[config.mk]
export PLATFORM = sky130hd
export DESIGN_NAME = writeback_unit
export DESIGN_NICKNAME = d
export VERILOG_FILES = /design/src/rtl/writeback_unit.sv
export SDC_FILE = /design/constraint.sdc
export NUM_CORES = 1
export LEC_CHECK = 0
export CAP_MARGIN = 0
export CORE_ASPECT_RATIO = 0.75
export CORE_MARGIN = 5
export CORE_UTILIZATION = 49
export CTS_CLUSTER_DIAMETER = 50
export DETAILED_ROUTE_END_ITERATION = 16
export PLACE_DENSITY = 0.94
export SETUP_SLACK_MARGIN = 0.4
export SLEW_MARGIN = 20
export SYNTH_ARGS = -nofsm -noshare
export SYNTH_HDL_FRONTEND = slang
export SYNTH_SLANG_ARGS = --single-unit
[constraint.sdc]
create_clock -name clock_i -period 4.45 [get_ports clock_i]
set_input_delay 0.89 -clock clock_i [delete_from_list [all_inputs] [get_ports clock_i]]
set_output_delay 0.89 -clock clock_i [all_outputs]
set_load 0.01 [all_outputs]
[src/rtl/writeback_unit.sv]
// Writeback stage: arbitrates EXU results and LSU load responses onto the register file write port.
// Latency: 1 cycle from handshake to registered write; one write per cycle sustained.
// Backpressure: LSU is always accepted outside reset; EXU is held off while an LSU response is valid.
//
// Ports:
//   clock_i, reset_i                  - core clock, synchronous active-high reset
//   exu_valid_i/exu_ready_o, exu_rd_i, exu_wdata_i
//                                     - execute-unit result handshake and payload
//   lsu_valid_i/lsu_ready_o, lsu_rd_i, lsu_funct3_i, lsu_byte_off_i, lsu_rdata_i
//                                     - load response handshake, load type, address offset, raw word
//   wbu_w_enable_o, rdt_addr_o, wbu_wdata_o
//                                     - registered register-file write port
//   du_stall_o                        - combinational: EXU result presented but not taken
//   instret_o                         - retired-instruction counter (wraps)
//   load_err_o                        - one-cycle pulse for an illegal or misaligned load
module writeback_unit #(
    parameter int XLEN  = 32,
    parameter int CNT_W = 64
) (
    input  logic             clock_i,
    input  logic             reset_i,

    input  logic             exu_valid_i,
    output logic             exu_ready_o,
    input  logic [4:0]       exu_rd_i,
    input  logic [XLEN-1:0]  exu_wdata_i,

    input  logic             lsu_valid_i,
    output logic             lsu_ready_o,
    input  logic [4:0]       lsu_rd_i,
    input  logic [2:0]       lsu_funct3_i,
    input  logic [1:0]       lsu_byte_off_i,
    input  logic [XLEN-1:0]  lsu_rdata_i,

    output logic             wbu_w_enable_o,
    output logic [4:0]       rdt_addr_o,
    output logic [XLEN-1:0]  wbu_wdata_o,
    output logic             du_stall_o,
    output logic [CNT_W-1:0] instret_o,
    output logic             load_err_o
);

    localparam logic [2:0] F3_LB  = 3'b000;
    localparam logic [2:0] F3_LH  = 3'b001;
    localparam logic [2:0] F3_LW  = 3'b010;
    localparam logic [2:0] F3_LBU = 3'b100;
    localparam logic [2:0] F3_LHU = 3'b101;

    localparam logic [CNT_W-1:0] CNT_ONE = {{(CNT_W-1){1'b0}}, 1'b1};

    // ------------------------------------------------------------------
    // Arbitration: the LSU cannot be stalled (the load data is already
    // back from memory), so it always wins and the EXU waits.
    // ------------------------------------------------------------------
    logic lsu_take;
    logic exu_take;

    assign lsu_ready_o = ~reset_i;
    assign exu_ready_o = ~reset_i & ~lsu_valid_i;
    assign lsu_take    = lsu_valid_i & lsu_ready_o;
    assign exu_take    = exu_valid_i & exu_ready_o;
    assign du_stall_o  = exu_valid_i & ~exu_ready_o;

    // ------------------------------------------------------------------
    // Load formatting and legality
    // ------------------------------------------------------------------
    logic [7:0]      ld_byte;
    logic [15:0]     ld_half;
    logic [XLEN-1:0] ld_data;
    logic            ld_legal;

    always_comb begin
        ld_byte  = lsu_rdata_i[{lsu_byte_off_i, 3'b000} +: 8];
        ld_half  = lsu_rdata_i[{lsu_byte_off_i[1], 4'b0000} +: 16];
        ld_data  = lsu_rdata_i;
        ld_legal = 1'b0;
        case (lsu_funct3_i)
            F3_LB: begin
                ld_data  = {{(XLEN-8){ld_byte[7]}}, ld_byte};
                ld_legal = 1'b1;
            end
            F3_LBU: begin
                ld_data  = {{(XLEN-8){1'b0}}, ld_byte};
                ld_legal = 1'b1;
            end
            F3_LH: begin
                ld_data  = {{(XLEN-16){ld_half[15]}}, ld_half};
                ld_legal = ~lsu_byte_off_i[0];
            end
            F3_LHU: begin
                ld_data  = {{(XLEN-16){1'b0}}, ld_half};
                ld_legal = ~lsu_byte_off_i[0];
            end
            F3_LW: begin
                ld_data  = lsu_rdata_i;
                ld_legal = (lsu_byte_off_i == 2'b00);
            end
            default: begin
                ld_data  = lsu_rdata_i;
                ld_legal = 1'b0;
            end
        endcase
    end

    // ------------------------------------------------------------------
    // Select the winning result this cycle
    // ------------------------------------------------------------------
    logic            acc;       // a result is retired this cycle
    logic            acc_err;   // accepted load was illegal
    logic [4:0]      acc_rd;
    logic [XLEN-1:0] acc_data;

    always_comb begin
        acc      = 1'b0;
        acc_err  = 1'b0;
        acc_rd   = 5'd0;
        acc_data = '0;
        if (lsu_take) begin
            acc      = ld_legal;
            acc_err  = ~ld_legal;
            acc_rd   = lsu_rd_i;
            acc_data = ld_data;
        end else if (exu_take) begin
            acc      = 1'b1;
            acc_rd   = exu_rd_i;
            acc_data = exu_wdata_i;
        end
    end

    // ------------------------------------------------------------------
    // Output register. Address/data only move on a real write so they
    // hold their last value while the enable is low; writes to x0 retire
    // but never reach the register file.
    // ------------------------------------------------------------------
    logic             wen_q;
    logic [4:0]       addr_q;
    logic [XLEN-1:0]  data_q;
    logic [CNT_W-1:0] instret_q;
    logic             err_q;

    always_ff @(posedge clock_i) begin
        if (reset_i) begin
            wen_q     <= 1'b0;
            addr_q    <= 5'd0;
            data_q    <= '0;
            instret_q <= '0;
            err_q     <= 1'b0;
        end else begin
            wen_q <= acc & (acc_rd != 5'd0);
            err_q <= acc_err;
            if (acc) begin
                instret_q <= instret_q + CNT_ONE;
            end
            if (acc && (acc_rd != 5'd0)) begin
                addr_q <= acc_rd;
                data_q <= acc_data;
            end
        end
    end

    assign wbu_w_enable_o = wen_q;
    assign rdt_addr_o     = addr_q;
    assign wbu_wdata_o    = data_q;
    assign instret_o      = instret_q;
    assign load_err_o     = err_q;

endmodule

==> metrics.txt, run 1 <==
# TYPE chip_impl_metric gauge
chip_impl_info{name="status",value="complete, no violations"} 1
chip_impl_metric{name="internal_power_contribution",unit="mW"} 1.55
chip_impl_metric{name="syn_area",unit="sq um"} 5330
chip_impl_metric{name="place_area",unit="sq um"} 7270
chip_impl_metric{name="vdd_ir_drop_max",unit="mV"} 0.199
chip_impl_metric{name="num-fill-cells",unit=""} 820
chip_impl_info{name="critical_path.startpoint_type",value="input pin"} 1
chip_impl_metric{name="route.vias.total",unit=""} 5999
chip_impl_metric{name="total_half_perimeter_wirelength_after_legalization_and_detailed_placement",unit="mm"} 13.8
chip_impl_metric{name="worst_setup_hold_path_clk_slew",unit="ns"} 0.07
chip_impl_metric{name="post_cts_resized",unit=""} 0
chip_impl_metric{name="synth_fp_nets",unit=""} 726
chip_impl_metric{name="critical_path_required",unit="ns"} 4.71
chip_impl_metric{name="synthAdderAreaFrac",unit=""} 0.00235
chip_impl_metric{name="switching_portion_of_total_power",unit=""} 0.245
chip_impl_metric{name="area_occupied_by_registers",unit="sq um"} 2060
chip_impl_metric{name="area_of_the_multi_input_gates",unit="sq um"} 3020
chip_impl_info{name="rsz0062_at_grt",value="no"} 1
chip_impl_metric{name="yosys.area.top_type_share",unit=""} 0.387
chip_impl_metric{name="post_drt_via_cell_ratio",unit=""} 6.33
chip_impl_metric{name="final_cell_area",unit="sq um"} 7580
chip_impl_metric{name="timing.critical_path.arrival",unit="ns"} 3.55
chip_impl_metric{name="post_layout_nets",unit=""} 886
chip_impl_metric{name="drc",unit=""} 0
chip_impl_metric{name="worst_hold_slack",unit="ns"} 0.493
chip_impl_metric{name="timing_hold_violations_final",unit=""} 0
chip_impl_metric{name="cts_hold_repair.buffers",unit=""} 0
chip_impl_info{name="synth_area_leaders",value="sky130_fd_sc_hd__dfxtp_1 (39%), sky130_fd_sc_hd__a21oi_1 (7.0%), sky130_fd_sc_hd__o21ai_0 (4.2%)"} 1
chip_impl_metric{name="synth-async-reset-ratio",unit=""} 0
chip_impl_metric{name="place_congestion",unit=""} 0.996
chip_impl_metric{name="grt_overflow_total",unit=""} 0
chip_impl_metric{name="largest_net_degree_at_the_start_of_global_routing",unit=""} 72
chip_impl_metric{name="row_count",unit=""} 33
chip_impl_metric{name="sequentialPowerShare",unit=""} 0.466
chip_impl_metric{name="syn_inst",unit=""} 642
chip_impl_metric{name="io_pins",unit=""} 189
chip_impl_metric{name="setup_total_negative_slack",unit="ns"} 0
chip_impl_metric{name="period_share",unit=""} 0.738
chip_impl_metric{name="detail_route.iter0.violations",unit=""} 577
chip_impl_metric{name="synth.avg_cell_area",unit="sq um"} 8.31
chip_impl_metric{name="synthSimpleGateAreaFrac",unit=""} 0.217
chip_impl_metric{name="vias_in_the_first_global_route",unit=""} 5595
chip_impl_metric{name="comb_power_share",unit=""} 0.147
chip_impl_info{name="setup_crit_end_kind",value="register"} 1
chip_impl_metric{name="synth_xor_xnor_area_share",unit=""} 0.0263
chip_impl_metric{name="timing_worst_slew_pin_value",unit="ns"} 0.844
chip_impl_metric{name="core_area",unit="sq um"} 10800
chip_impl_metric{name="globalRouteTotalUtil",unit=""} 0.276
chip_impl_metric{name="chipHeight",unit="microns"} 100
chip_impl_metric{name="route.detailed.wl_per_inst",unit="microns"} 19.6
chip_impl_metric{name="synth_cell_types",unit=""} 60
chip_impl_info{name="synth_largest_area_cell",value="sky130_fd_sc_hd__dfxtp_1"} 1
chip_impl_metric{name="pwr_density_cell",unit="nW/um^2"} 272
chip_impl_metric{name="max_cap_viol_count",unit=""} 0
chip_impl_info{name="tritoncts",value="yes"} 1
chip_impl_metric{name="compound_gate_fraction_of_synth_area",unit=""} 0.296
chip_impl_metric{name="synth-edff-count",unit=""} 0
chip_impl_metric{name="finalPower",unit="mW"} 2.06
chip_impl_metric{name="clockBufferDepth",unit=""} 2
chip_impl_metric{name="final-setup-viol-count",unit=""} 0
chip_impl_metric{name="pwr-share-clk",unit=""} 0.387
chip_impl_metric{name="drtPass1Iterations",unit=""} 5
chip_impl_info{name="worst-setup-path-type",value="in2reg"} 1
chip_impl_metric{name="chipWidth",unit="microns"} 130
chip_impl_metric{name="cts_max_level",unit=""} 3
chip_impl_metric{name="grt_first_pass_wirelength",unit="mm"} 29.0
chip_impl_metric{name="portBuffers",unit=""} 188
chip_impl_metric{name="maxClockFrequency",unit="GHz"} 0.305
chip_impl_info{name="combinational_family_with_the_most_area_after_synthesis",value="compound AO/OA/AOI/OAI gates"} 1
chip_impl_metric{name="net-switching-power",unit="mW"} 0.504
chip_impl_metric{name="finalWorstPathRequiredPeriod",unit="ns"} 3.28
chip_impl_metric{name="layout-area-overhead-vs-synth",unit="%"} 42.1
chip_impl_info{name="hold_path.class",value="reg2reg"} 1
chip_impl_metric{name="grt_antenna_before_repair",unit=""} 0
chip_impl_info{name="synthFlopType",value="sky130_fd_sc_hd__dfxtp_1"} 1
chip_impl_metric{name="maxSlewHeadroom",unit=""} 0.436
chip_impl_metric{name="post_synthesis_register_bit_count",unit=""} 103
chip_impl_metric{name="synth_warnings",unit=""} 0
chip_impl_info{name="mostFrequentLayoutCell",value="sky130_fd_sc_hd__clkdlybuf4s50_1"} 1
chip_impl_metric{name="finalWirelength",unit="mm"} 18.6
chip_impl_info{name="layout.cells.most_common_list",value="sky130_fd_sc_hd__clkdlybuf4s50_1 (187), sky130_fd_sc_hd__dfxtp_1 (103), sky130_fd_sc_hd__a21oi_1 (75)"} 1
chip_impl_metric{name="p_leak",unit="nW"} 2.44
chip_impl_metric{name="portion_of_the_post_synthesis_area_used_by_sequential_elements",unit=""} 0.387
chip_impl_metric{name="tritoncts.num_buffers",unit=""} 9
chip_impl_metric{name="critPathMaxFanout",unit=""} 23
chip_impl_metric{name="postCtsSetupBuffers",unit=""} 0
chip_impl_metric{name="fin_worst_skew",unit="ns"} 0.00615
chip_impl_metric{name="clk-insertion-delay-late",unit="ns"} 0.34
chip_impl_metric{name="total_die_area",unit="sq um"} 13100
chip_impl_metric{name="num_antenna_cells",unit=""} 0
chip_impl_info{name="cts_root_buffer",value="sky130_fd_sc_hd__clkbuf_16"} 1
chip_impl_metric{name="drive_gt1_frac",unit=""} 0.0545
chip_impl_metric{name="report.final.slew_viol_count",unit=""} 0
chip_impl_metric{name="floorplan.initialDensity",unit=""} 0.495
chip_impl_metric{name="ant_nets",unit=""} 0
chip_impl_metric{name="proportion_of_synthesized_area_in_mux_cells",unit=""} 0.0216
chip_impl_metric{name="numClockSinks",unit=""} 103
## flip-flops by register name, summed over array words and instances, names as in the netlist
| name | count |
|---|---|
| wbu_wdata_o | 32 |
| wbu_w_enable_o | 1 |
| load_err_o | 1 |
| rdt_addr_o | 5 |
| instret_o | 64 |
## cells in the mapped netlist, types with 3 or more instances
| cell type | n |
|---|---|
| sky130_fd_sc_hd__a32oi_1 | 4 |
| sky130_fd_sc_hd__nand3_1 | 17 |
| sky130_fd_sc_hd__a21oi_1 | 75 |
| sky130_fd_sc_hd__dfxtp_1 | 103 |
| sky130_fd_sc_hd__a31oi_1 | 3 |
| sky130_fd_sc_hd__or4_1 | 26 |
| sky130_fd_sc_hd__mux2i_1 | 7 |
| sky130_fd_sc_hd__or3_1 | 17 |
| sky130_fd_sc_hd__and3_1 | 6 |
| sky130_fd_sc_hd__xor2_1 | 11 |
| sky130_fd_sc_hd__o21ai_0 | 45 |
| sky130_fd_sc_hd__o211ai_1 | 9 |
| sky130_fd_sc_hd__o41ai_1 | 4 |
| sky130_fd_sc_hd__o2111ai_1 | 9 |
| sky130_fd_sc_hd__o311ai_0 | 3 |
| sky130_fd_sc_hd__nand2_1 | 35 |
| sky130_fd_sc_hd__nor2b_1 | 7 |
| sky130_fd_sc_hd__xnor2_1 | 5 |
| sky130_fd_sc_hd__nor3_1 | 6 |
| sky130_fd_sc_hd__a221oi_1 | 4 |
| sky130_fd_sc_hd__a22oi_1 | 20 |
| sky130_fd_sc_hd__nand4_1 | 14 |
| sky130_fd_sc_hd__clkbuf_1 | 35 |
| sky130_fd_sc_hd__and2_1 | 8 |
| sky130_fd_sc_hd__inv_1 | 11 |
| sky130_fd_sc_hd__a211oi_1 | 20 |
| sky130_fd_sc_hd__o2bb2ai_1 | 4 |
| sky130_fd_sc_hd__nand2b_1 | 3 |
| sky130_fd_sc_hd__buf_2 | 9 |
| sky130_fd_sc_hd__and4_1 | 5 |
| sky130_fd_sc_hd__o22ai_1 | 6 |
| sky130_fd_sc_hd__nor2_1 | 46 |
| sky130_fd_sc_hd__o31ai_1 | 26 |
| sky130_fd_sc_hd__buf_4 | 4 |
## through the flow
step	utilization	instances	worst slack, ns
2_1_floorplan	-	642	1.76
3_3_place_gp	0.674	931	0.948
3_5_place_dp	0.674	931	0.701
4_1_cts	0.702	947	1.05
5_1_grt	0.703	947	1.00
6_report	0.703	947	1.17
## cells by family after synthesis
kind of cell / count (synthesis)
AOI/OAI and AO/OA: 245
xor gates and xnor gates: 16
adders and majority gates: 1
buffers and inverters: 62
DFF: 103
muxes: 10
and+or+nand+nor: 205
## power by group through the flow
stage,sequential (mW),clock [mW],combinational (mW)
detailed placement,0.980,0,0.295
CTS,0.959,0.816,0.297
floorplan,0.989,0,0.113
global placement,0.978,0,0.289
global route,0.961,0.856,0.321
finish,0.959,0.797,0.302
## routing by layer
layer / global-route usage / vias up / wire length (microns)
li1: - / 2796 / -
met1: 0.377 / 2835 / 7980
met2: 0.433 / 336 / 8690
met3: 0.0676 / 32 / 1570
met4: 0.0846 / 0 / 365
met5: 0 / - / 0
## worst paths after layout
path | end | from | slack [ns] | cells past startpoint
hold / removal | instret_o[49]$_SDFFE_PP0P_ | instret_o[49]$_SDFFE_PP0P_ | 0.49 | 2
hold reg to reg | instret_o[49]$_SDFFE_PP0P_ | instret_o[49]$_SDFFE_PP0P_ | 0.49 | 2
setup reg to reg | instret_o[53]$_SDFFE_PP0P_ | instret_o[15]$_SDFFE_PP0P_ | 1.48 | 5
setup / recovery | instret_o[48]$_SDFFE_PP0P_ | lsu_funct3_i[1] | 1.17 | 8
## layout make-up
| type | count | share of cell area |
|---|---|---|
| multi-input cells | 477 | 0.399 |
| flip-flops and latches | 103 | 0.272 |
| repair buffers | 200 | 0.261 |
| clock buffers | 12 | 0.0325 |
| well taps | 140 | 0.0231 |
| clock inverters | 4 | 0.00694 |
| inverters | 11 | 0.00545 |
## worst max-delay path: stages
cell and delay, ns:
sky130_fd_sc_hd__clkdlybuf4s50_1 0.63, sky130_fd_sc_hd__a21oi_1 0.38, sky130_fd_sc_hd__o21a_1 0.35, sky130_fd_sc_hd__buf_4 0.28, sky130_fd_sc_hd__o21ai_1 0.09, sky130_fd_sc_hd__buf_4 0.24, sky130_fd_sc_hd__or4_1 0.52, sky130_fd_sc_hd__a21oi_1 0.16
Power figures use the tool's default switching activity.
==> run 2: changes to the inputs <==
Settings changed: CORE_UTILIZATION 49 to 46, PLACE_DENSITY 0.94 to 0.9.
Clock period 4.45 ns to 3.1 ns, I/O delays scaled along.
==> run 2 against run 1 <==
  * Die area up 5.9%
  * Routed wire length up 1.4%
  * Clock power up 56%
  * First-iteration DRC count down 3.3%
  * Cell count up 1.7%
  * Clock-buffer cell count down 1
==> metrics.txt, run 2 (synthesis gave the netlist of run 1 again) <==
# TYPE chip_impl_metric gauge
chip_impl_metric{name="maxSlewHeadroom",unit=""} 0.557
chip_impl_info{name="status",value="complete, no violations"} 1
chip_impl_metric{name="pwr_density_cell",unit="nW/um^2"} 396
chip_impl_metric{name="period_share",unit=""} 0.845
chip_impl_info{name="setup_crit_end_kind",value="output pin"} 1
chip_impl_metric{name="dp.cells",unit=""} 946
chip_impl_info{name="worst-setup-path-type",value="in2out"} 1
chip_impl_metric{name="finalWorstPathRequiredPeriod",unit="ns"} 2.62
chip_impl_metric{name="layout-area-overhead-vs-synth",unit="%"} 45.1
chip_impl_metric{name="max_cap_viol_count",unit=""} 0
chip_impl_metric{name="postLayoutCoreUtil",unit=""} 0.674
chip_impl_metric{name="clk-insertion-delay-late",unit="ns"} 0.35
chip_impl_metric{name="setup_total_negative_slack",unit="ns"} 0
chip_impl_info{name="cts_root_buffer",value="sky130_fd_sc_hd__clkbuf_16"} 1
chip_impl_metric{name="detail_route.iter0.violations",unit=""} 558
chip_impl_metric{name="largest_net_degree_at_the_start_of_global_routing",unit=""} 64
chip_impl_metric{name="grt_first_pass_wirelength",unit="mm"} 29.3
chip_impl_metric{name="post_layout_nets",unit=""} 898
chip_impl_metric{name="drc",unit=""} 0
chip_impl_metric{name="vias_in_the_first_global_route",unit=""} 5771
chip_impl_metric{name="fin_worst_skew",unit="ns"} 0.0117
chip_impl_metric{name="clockBufferDepth",unit=""} 2
chip_impl_info{name="crit_top_cell",value="sky130_fd_sc_hd__clkdlybuf4s50_1"} 1
chip_impl_metric{name="hold_path_depth",unit=""} 2
chip_impl_metric{name="place_congestion",unit=""} 0.921
chip_impl_info{name="mostFrequentLayoutCell",value="sky130_fd_sc_hd__clkdlybuf4s50_1"} 1
chip_impl_metric{name="area_of_the_multi_input_gates",unit="sq um"} 3040
chip_impl_metric{name="globalRouteTotalUtil",unit=""} 0.261
chip_impl_metric{name="final-setup-viol-count",unit=""} 0
chip_impl_metric{name="route.vias.total",unit=""} 6105
chip_impl_info{name="hold_path.class",value="reg2reg"} 1
chip_impl_metric{name="numClockSinks",unit=""} 103
chip_impl_metric{name="area_occupied_by_registers",unit="sq um"} 2060
chip_impl_metric{name="timing_hold_violations_final",unit=""} 0
chip_impl_metric{name="timing_worst_slew_pin_value",unit="ns"} 0.661
chip_impl_info{name="critical_path.startpoint_type",value="input pin"} 1
chip_impl_info{name="critical_path.cell_chain",value="clkdlybuf4s50_1 -> nor2_1 -> nor2b_1 -> clkdlybuf4s50_1"} 1
chip_impl_metric{name="worst_setup_hold_path_clk_slew",unit="ns"} 0.07
chip_impl_metric{name="drtPass1Iterations",unit=""} 5
chip_impl_metric{name="finish.cell_count_without_fillers",unit=""} 963
chip_impl_metric{name="critical_path_required",unit="ns"} 2.48
chip_impl_metric{name="chipHeight",unit="microns"} 103
chip_impl_metric{name="total_half_perimeter_wirelength_after_legalization_and_detailed_placement",unit="mm"} 13.8
chip_impl_metric{name="core_area",unit="sq um"} 11500
chip_impl_metric{name="post_drt_via_cell_ratio",unit=""} 6.34
chip_impl_metric{name="ant_nets",unit=""} 0
chip_impl_metric{name="floorplan.initialDensity",unit=""} 0.464
chip_impl_metric{name="worst_slack_placed",unit="ns"} 0.0495
chip_impl_metric{name="route.detailed.wl_per_inst",unit="microns"} 19.6
chip_impl_metric{name="final_cell_area",unit="sq um"} 7740
chip_impl_metric{name="finalPower",unit="mW"} 3.06
chip_impl_metric{name="grt_antenna_before_repair",unit=""} 0
chip_impl_metric{name="tritoncts.num_buffers",unit=""} 9
chip_impl_metric{name="worst_hold_slack",unit="ns"} 0.464
chip_impl_metric{name="total_die_area",unit="sq um"} 13900
chip_impl_metric{name="critical_path.max_stage_delay",unit="ns"} 0.59
chip_impl_info{name="tritoncts",value="yes"} 1
chip_impl_metric{name="io_pins",unit=""} 189
chip_impl_info{name="layout.cells.most_common_list",value="sky130_fd_sc_hd__clkdlybuf4s50_1 (187), sky130_fd_sc_hd__dfxtp_1 (103), sky130_fd_sc_hd__a21oi_1 (75)"} 1
chip_impl_metric{name="ff2ff_path_depth",unit=""} 5
chip_impl_metric{name="num-fill-cells",unit=""} 913
chip_impl_metric{name="critPathMaxFanout",unit=""} 6
chip_impl_metric{name="setup_slack",unit="ns"} 0.481
chip_impl_metric{name="row_count",unit=""} 34
chip_impl_metric{name="drive_gt1_frac",unit=""} 0.0720
chip_impl_metric{name="cts_hold_repair.buffers",unit=""} 0
chip_impl_metric{name="num_antenna_cells",unit=""} 0
chip_impl_metric{name="report.final.slew_viol_count",unit=""} 0
chip_impl_metric{name="chipWidth",unit="microns"} 134
chip_impl_metric{name="vdd_ir_drop_max",unit="mV"} 0.300
chip_impl_metric{name="portBuffers",unit=""} 188
chip_impl_metric{name="maxClockFrequency",unit="GHz"} 0.382
chip_impl_metric{name="grt_overflow_total",unit=""} 0
chip_impl_metric{name="place_area",unit="sq um"} 7380
chip_impl_metric{name="largest_register_ffs",unit=""} 64
chip_impl_metric{name="timing.critical_path.arrival",unit="ns"} 2.00
chip_impl_metric{name="cts_max_level",unit=""} 3
chip_impl_info{name="timing.critical_path.slowest_stage_cell",value="sky130_fd_sc_hd__clkdlybuf4s50_1"} 1
chip_impl_info{name="rsz0062_at_grt",value="no"} 1
chip_impl_metric{name="p_leak",unit="nW"} 2.52
chip_impl_metric{name="finalWirelength",unit="mm"} 18.9
## run 2: cell type report
cell class                      count  area share
Multi-Input combinational cell    477       0.392
Timing Repair Buffer              212       0.271
Sequential cell                   103       0.266
Clock buffer                       11      0.0314
Tap cell                          144      0.0233
Clock inverter                      5      0.0105
Inverter                           11     0.00533
## run 2: worst paths after layout
kind	end	startpoint	slack [ns]
hold / removal	wbu_wdata_o[15]$_SDFFE_PP0P_	wbu_wdata_o[15]$_SDFFE_PP0P_	0.46
hold reg to reg	wbu_wdata_o[15]$_SDFFE_PP0P_	wbu_wdata_o[15]$_SDFFE_PP0P_	0.46
setup reg to reg	instret_o[57]$_SDFFE_PP0P_	instret_o[15]$_SDFFE_PP0P_	0.62
setup / recovery	du_stall_o	lsu_valid_i	0.48
## run 2: where the power goes
part / total [mW] / switching [mW] / internal [mW]
sequential: 1.38 / 0.0189 / 1.36
combinational: 0.444 / 0.212 / 0.232
clock: 1.24 / 0.512 / 0.731
## run 2: routing by layer
metal | up-vias | track usage | part of all wire | routed length, microns
met5 | - | 0 | 0 | 0
met4 | 0 | 0.104 | 0.032 | 598
met3 | 52 | 0.0609 | 0.083 | 1560
met2 | 325 | 0.421 | 0.46 | 8750
met1 | 2905 | 0.342 | 0.42 | 7940
li1 | 2823 | - | - | -
## run 2: repair_timing
action	CTS	global route
resized for setup	0	5
setup buffers	0	1
endpoints found under the hold margin	0	0
endpoints found under the setup margin	0	39
## run 2: worst max-delay path, delay by kind of cell
kind / cells / cell delay (ns)
buf+inv: 2 / 1.14
simple gates: 2 / 0.23
